==> config.mk <==
export PLATFORM = sky130hd
export DESIGN_NAME = dcache_membridge
export DESIGN_NICKNAME = d
export VERILOG_FILES = /design/src/rtl/dcache_membridge.sv
export SDC_FILE = /design/constraint.sdc
export NUM_CORES = 1
export LEC_CHECK = 0
export BUFFER_PORTS_ARGS = -buffer_cell sky130_fd_sc_hd__buf_2
export CAP_MARGIN = 20
export CORE_MARGIN = 5
export CORE_UTILIZATION = 46
export CTS_BUF_LIST = sky130_fd_sc_hd__clkbuf_8
export DETAILED_ROUTE_END_ITERATION = 8
export PLACE_DENSITY = 0.82
export SYNTH_ARGS = -nofsm -noshare
export SYNTH_HDL_FRONTEND = slang
export SYNTH_SLANG_ARGS = --single-unit
==> constraint.sdc <==
create_clock -name clk -period 3.2 [get_ports clk]
set_clock_uncertainty 0.15 [all_clocks]
set_input_delay 0.32 -clock clk [delete_from_list [all_inputs] [get_ports clk]]
set_output_delay 0.32 -clock clk [all_outputs]
set_load 0.02 [all_outputs]
==> src/rtl/dcache_membridge.sv <==
// Memory-side bridge between the dcache burst port and a single-port SRAM.
// Sequences read/write bursts and hides the SRAM read latency behind a valid pipe.
module dcache_membridge #(
    parameter int ADDRBITS      = 32,
    parameter int DATABITS      = 32,
    parameter int SRAM_ADDRBITS = 9,
    parameter int RDLATENCY     = 0
) (
    input  logic                     clk,
    input  logic                     reset,
    input  logic [ADDRBITS-1:0]      mem_addr,
    input  logic [DATABITS-1:0]      mem_in,
    output logic [DATABITS-1:0]      mem_out,
    output logic                     mem_out_valid,
    input  logic                     mem_rdreq,
    input  logic                     mem_wrreq,
    input  logic [15:0]              mem_burstlen,
    output logic                     mem_wr_ack,
    output logic                     mem_busy,
    output logic [SRAM_ADDRBITS-1:0] sram_addr,
    output logic [DATABITS-1:0]      sram_wdata,
    output logic                     sram_we,
    input  logic [DATABITS-1:0]      sram_rdata
);

    localparam int VW = RDLATENCY + 1;
    localparam logic [RDLATENCY:0] VLD_LAST = VW'(1) << RDLATENCY;

    typedef enum logic [1:0] {
        S_IDLE,
        S_READ,
        S_DRAIN,
        S_WRITE
    } state_e;

    state_e                   state_q, state_d;
    logic [SRAM_ADDRBITS-1:0] addr_q, addr_d;
    logic [15:0]              rem_q, rem_d;
    logic [RDLATENCY:0]       vld_q, vld_d;
    logic [SRAM_ADDRBITS-1:0] sram_addr_q, sram_addr_d;
    logic [DATABITS-1:0]      sram_wdata_q, sram_wdata_d;
    logic                     sram_we_q, sram_we_d;
    logic [DATABITS-1:0]      mem_out_q, mem_out_d;
    logic                     mem_out_valid_q, mem_out_valid_d;
    logic                     wr_ack_q, wr_ack_d;

    logic [SRAM_ADDRBITS-1:0] base;
    logic [15:0]              len;
    logic                     push;
    logic                     unused_addr;

    assign base = mem_addr[SRAM_ADDRBITS+1:2];
    assign len  = (mem_burstlen == 16'd0) ? 16'd1 : mem_burstlen;
    assign unused_addr = ^{mem_addr[ADDRBITS-1:SRAM_ADDRBITS+2], mem_addr[1:0]};

    always_comb begin
        state_d      = state_q;
        addr_d       = addr_q;
        rem_d        = rem_q;
        sram_addr_d  = sram_addr_q;
        sram_wdata_d = sram_wdata_q;
        sram_we_d    = 1'b0;
        wr_ack_d     = 1'b0;
        push         = 1'b0;

        unique case (state_q)
            S_IDLE: begin
                // Write wins a tie; the first write word rides with the request.
                if (mem_wrreq) begin
                    sram_we_d    = 1'b1;
                    sram_addr_d  = base;
                    sram_wdata_d = mem_in;
                    wr_ack_d     = 1'b1;
                    addr_d       = base + 1'b1;
                    rem_d        = len - 16'd1;
                    state_d      = (len == 16'd1) ? S_IDLE : S_WRITE;
                end else if (mem_rdreq) begin
                    push        = 1'b1;
                    sram_addr_d = base;
                    addr_d      = base + 1'b1;
                    rem_d       = len - 16'd1;
                    state_d     = (len == 16'd1) ? S_DRAIN : S_READ;
                end
            end
            S_READ: begin
                push        = 1'b1;
                sram_addr_d = addr_q;
                addr_d      = addr_q + 1'b1;
                rem_d       = rem_q - 16'd1;
                if (rem_q == 16'd1) begin
                    state_d = S_DRAIN;
                end
            end
            S_DRAIN: begin
                // Leave as the final word is captured so busy drops with it.
                if (vld_q == VLD_LAST) begin
                    state_d = S_IDLE;
                end
            end
            S_WRITE: begin
                if (mem_wrreq) begin
                    sram_we_d    = 1'b1;
                    sram_addr_d  = addr_q;
                    sram_wdata_d = mem_in;
                    wr_ack_d     = 1'b1;
                    addr_d       = addr_q + 1'b1;
                    rem_d        = rem_q - 16'd1;
                    if (rem_q == 16'd1) begin
                        state_d = S_IDLE;
                    end
                end
            end
            default: state_d = S_IDLE;
        endcase
    end

    always_comb begin
        vld_d    = '0;
        vld_d[0] = push;
        for (int i = 1; i <= RDLATENCY; i++) begin
            vld_d[i] = vld_q[i-1];
        end
        mem_out_valid_d = vld_q[RDLATENCY];
        mem_out_d       = vld_q[RDLATENCY] ? sram_rdata : mem_out_q;
    end

    always_ff @(posedge clk or posedge reset) begin
        if (reset) begin
            state_q         <= S_IDLE;
            addr_q          <= '0;
            rem_q           <= '0;
            vld_q           <= '0;
            sram_addr_q     <= '0;
            sram_wdata_q    <= '0;
            sram_we_q       <= 1'b0;
            mem_out_q       <= '0;
            mem_out_valid_q <= 1'b0;
            wr_ack_q        <= 1'b0;
        end else begin
            state_q         <= state_d;
            addr_q          <= addr_d;
            rem_q           <= rem_d;
            vld_q           <= vld_d;
            sram_addr_q     <= sram_addr_d;
            sram_wdata_q    <= sram_wdata_d;
            sram_we_q       <= sram_we_d;
            mem_out_q       <= mem_out_d;
            mem_out_valid_q <= mem_out_valid_d;
            wr_ack_q        <= wr_ack_d;
        end
    end

    assign mem_out       = mem_out_q;
    assign mem_out_valid = mem_out_valid_q;
    assign mem_wr_ack    = wr_ack_q;
    assign mem_busy      = (state_q != S_IDLE);
    assign sram_addr     = sram_addr_q;
    assign sram_wdata    = sram_wdata_q;
    assign sram_we       = sram_we_q;

endmodule

==> results_dict.tcl <==
set metrics [dict create \
    cts-root-buf "clkbuf_8" \
    drive_above_1_share_pct 42.48 \
    die_h_um 115.4 \
    grtUsageTotal_pct 17.99 \
    grt_pass1_wl_um 19250 \
    ant_nets 0 \
    cp_data_required_time_ns 3.31 \
    numCtsBuffers 9 \
    drcViolationCount 0 \
    arrival_ns 2.84 \
    utilization_pct 58.32 \
    h-tree-depth 3 \
    post_cts_resized 0 \
    clock_sinks 103 \
    start_util_pct 46.97 \
    vias 4223 \
    rows 38 \
    whs_ns 0.03149 \
    fin_tns_setup_ns 0 \
    ys_seq_elements 103 \
    regToRegSetupSlack_ns 0.47 \
    p_leak_nw 2.932 \
    avgViaCountPerCell 5.428 \
    finalCritPeriodShare_pct 85.33 \
    final_cell_mix "169 x buf_2, 103 x dfrtp_1, 65 x mux2_2" \
    syn-num-nets 599 \
    grt_pass1_vias 4131 \
    grt_max_degree 104 \
    async_flop_share_pct 100.0 \
    routed-wl-met2_um 6042 \
    die_w_um 115.4 \
    slew_headroom_pct 55.07 \
    syn_area_per_cell_um2 10.86 \
    finalSetupViolCount 0 \
    io_pins 193 \
    yosysSeqAreaShare_pct 50.40 \
    first_pass_iters 4 \
    wl_met1_um 4933 \
    overflow 0 \
    end_kind "flip-flop" \
    wl_per_cell_um 15.61 \
    hpwl_um 9065 \
    min_path_type "in -> reg" \
    period_needed_ns 2.730 \
    powerDensity_nw_per_um2 1078 \
    clkLatencyLatePin_ns 0.37 \
    dieArea_um2 13330 \
    place.gp.congestion 0.9181 \
    syn-cell-area_um2 5114 \
    critical_path_class "reg -> reg" \
    nets 762 \
    core_region_area_um2 10890 \
    netlist_instances 471 \
    cts_tree "built" \
    status "completed" \
    synth_flop_cell "dfrtp_1" \
    synth.distinct_cells 62 \
    crit_path_max_fanout 12 \
    port_buffers 169 \
    fmax_mhz 366.2 \
    clk_pin_slew_ns 0.09 \
    drt_wl_total_um 12140 \
    yosys_warnings 0 \
    final_common_cell "buf_2" \
    synth_edf_count 0 \
    ir_drop_mv 0.5191 \
    worst_pin_slew_ns 0.6649 \
    rsz0062_at_grt "no" \
    clock_path_buffers 2 \
    syn2layout_area_growth_pct 24.17 \
    final-hold-violation-count 0 \
    dr.max_layer_used "met4" \
    diodes 0 \
    crit_path_start_kind "flip-flop" \
    wl_met3_um 904 \
    drtIter0Drc 169 \
    drv_cap 0 \
    antenna_found_initial 0 \
    drv_slew 0 \
]
cell type report:
cell class	instances	area, µm²
fill	929	4538
inverter	11	43.79
clock inverter	6	110.1
clock buffer	9	123.9
multi-input combinational	332	2399
timing repair buffer	177	920.9
sequential	103	2577
tap	140	175.2
what timing repair did:
| item | in CTS | in global routing |
|---|---|---|
| hold endpoints to repair | 103 | 0 |
| buffers inserted | 0 | 0 |
| hold buffers | 1 | 0 |
worst max-delay path, stage by stage (launching register included):
cell,delay (ns)
dfrtp_1,0.40
inv_1,0.13
ha_1,0.45
or2_2,0.22
nand2_1,0.07
nand2_1,0.07
ha_1,0.31
nor3b_1,0.39
xor2_1,0.13
a211o_1,0.31
state kept, by name, indices dropped and copies added, names as in the netlist:
register	flops
addr_q	9
mem_out	32
state_q	2
sram_wdata	32
mem_wr_ack	1
mem_out_valid	1
sram_addr	9
mem_out_valid_d	1
rem_q	16
final timing paths:
kind | cells after the start | start | to
hold reg to reg | 2 | sram_addr[5]$_DFFE_PP0P_ | sram_addr[5]$_DFFE_PP0P_
hold / removal | 2 | mem_in[1] | sram_wdata[1]$_DFFE_PP0P_
setup / recovery | 9 | state_q[1]$_DFFE_PP0P_ | addr_q[4]$_DFFE_PP0P_
min in group asynchronous | 4 | reset | rem_q[12]$_DFFE_PP0P_
setup reg to reg | 9 | state_q[1]$_DFFE_PP0P_ | addr_q[4]$_DFFE_PP0P_
max in group asynchronous | 4 | reset | sram_addr[5]$_DFFE_PP0P_
power breakdown:
part	leakage (nW)	switching [mW]	internal [mW]	total, mW
Clock	0.111	0.432	0.514	0.945
Sequential	1.21	0.414	1.98	2.40
Combinational	1.61	2.06	1.44	3.50
Total	2.93	2.91	3.94	6.85
cells in the mapped netlist, types with 2 or more instances:
| master | count | area, µm² |
|---|---|---|
| a2bb2oi_1 | 2 | 17.52 |
| nand3_1 | 15 | 75.07 |
| inv_1 | 11 | 41.29 |
| or4_4 | 2 | 22.52 |
| xor2_1 | 5 | 43.79 |
| nor3_1 | 14 | 70.07 |
| o211ai_1 | 4 | 30.03 |
| ha_1 | 12 | 150.1 |
| nand4_1 | 2 | 12.51 |
| nand2b_1 | 4 | 25.02 |
| o211a_1 | 2 | 20.02 |
| nand2_1 | 42 | 157.7 |
| mux2_2 | 65 | 732.0 |
| o311ai_0 | 2 | 17.52 |
| a21oi_1 | 20 | 100.1 |
| or2_2 | 3 | 18.77 |
| a31oi_1 | 7 | 43.79 |
| o21ai_0 | 23 | 115.1 |
| nor4_1 | 5 | 31.28 |
| o221ai_1 | 4 | 35.03 |
| o22ai_1 | 4 | 25.02 |
| dfrtp_1 | 103 | 2577 |
| and3_1 | 3 | 18.77 |
| or3b_2 | 2 | 17.52 |
| nor2_1 | 36 | 135.1 |
| nor2b_1 | 3 | 18.77 |
| or3_1 | 2 | 12.51 |
| nand4b_1 | 2 | 17.52 |
| xnor2_1 | 7 | 61.31 |
| nor4b_1 | 4 | 35.03 |
| mux2i_1 | 8 | 80.08 |
| clkbuf_1 | 22 | 82.58 |
| o21a_1 | 2 | 15.01 |
per-layer routing:
metal	vias up	global-route usage (%)
li1	2027	-
met1	2010	22.65
met2	163	31.02
met3	23	2.924
met4	0	7.199
met5	-	0
kinds of logic (layout without fill, tap and decap cells):
| family | count (synthesis) | in the layout | synth area share (%) |
|---|---|---|---|
| flip-flops | 103 | 103 | 50.40 |
| buffers and inverters | 36 | 203 | 2.740 |
| adder cells (fa/ha/maj) | 12 | 12 | 2.936 |
| AO/OA/AOI/OAI | 86 | 86 | 11.01 |
| XOR/XNOR | 12 | 12 | 2.055 |
| multiplexers | 73 | 73 | 15.88 |
| AND/OR/NAND/NOR | 149 | 149 | 14.97 |
stage by stage:
step / instances / instance area (µm²) / power [mW] / worst slack (ns)
after floorplan: 471 / 5114 / 4.869 / 0.02616
after CTS: 778 / 6350 / 6.908 / 0.4665
after detailed placement: 762 / 6106 / 5.956 / 0.4877
final: 778 / 6350 / 6.847 / 0.4695
after global placement: 762 / 6106 / 5.792 / 0.6344
after global routing: 778 / 6350 / 7.349 / 0.2970
Power figures use the tool's default switching activity.
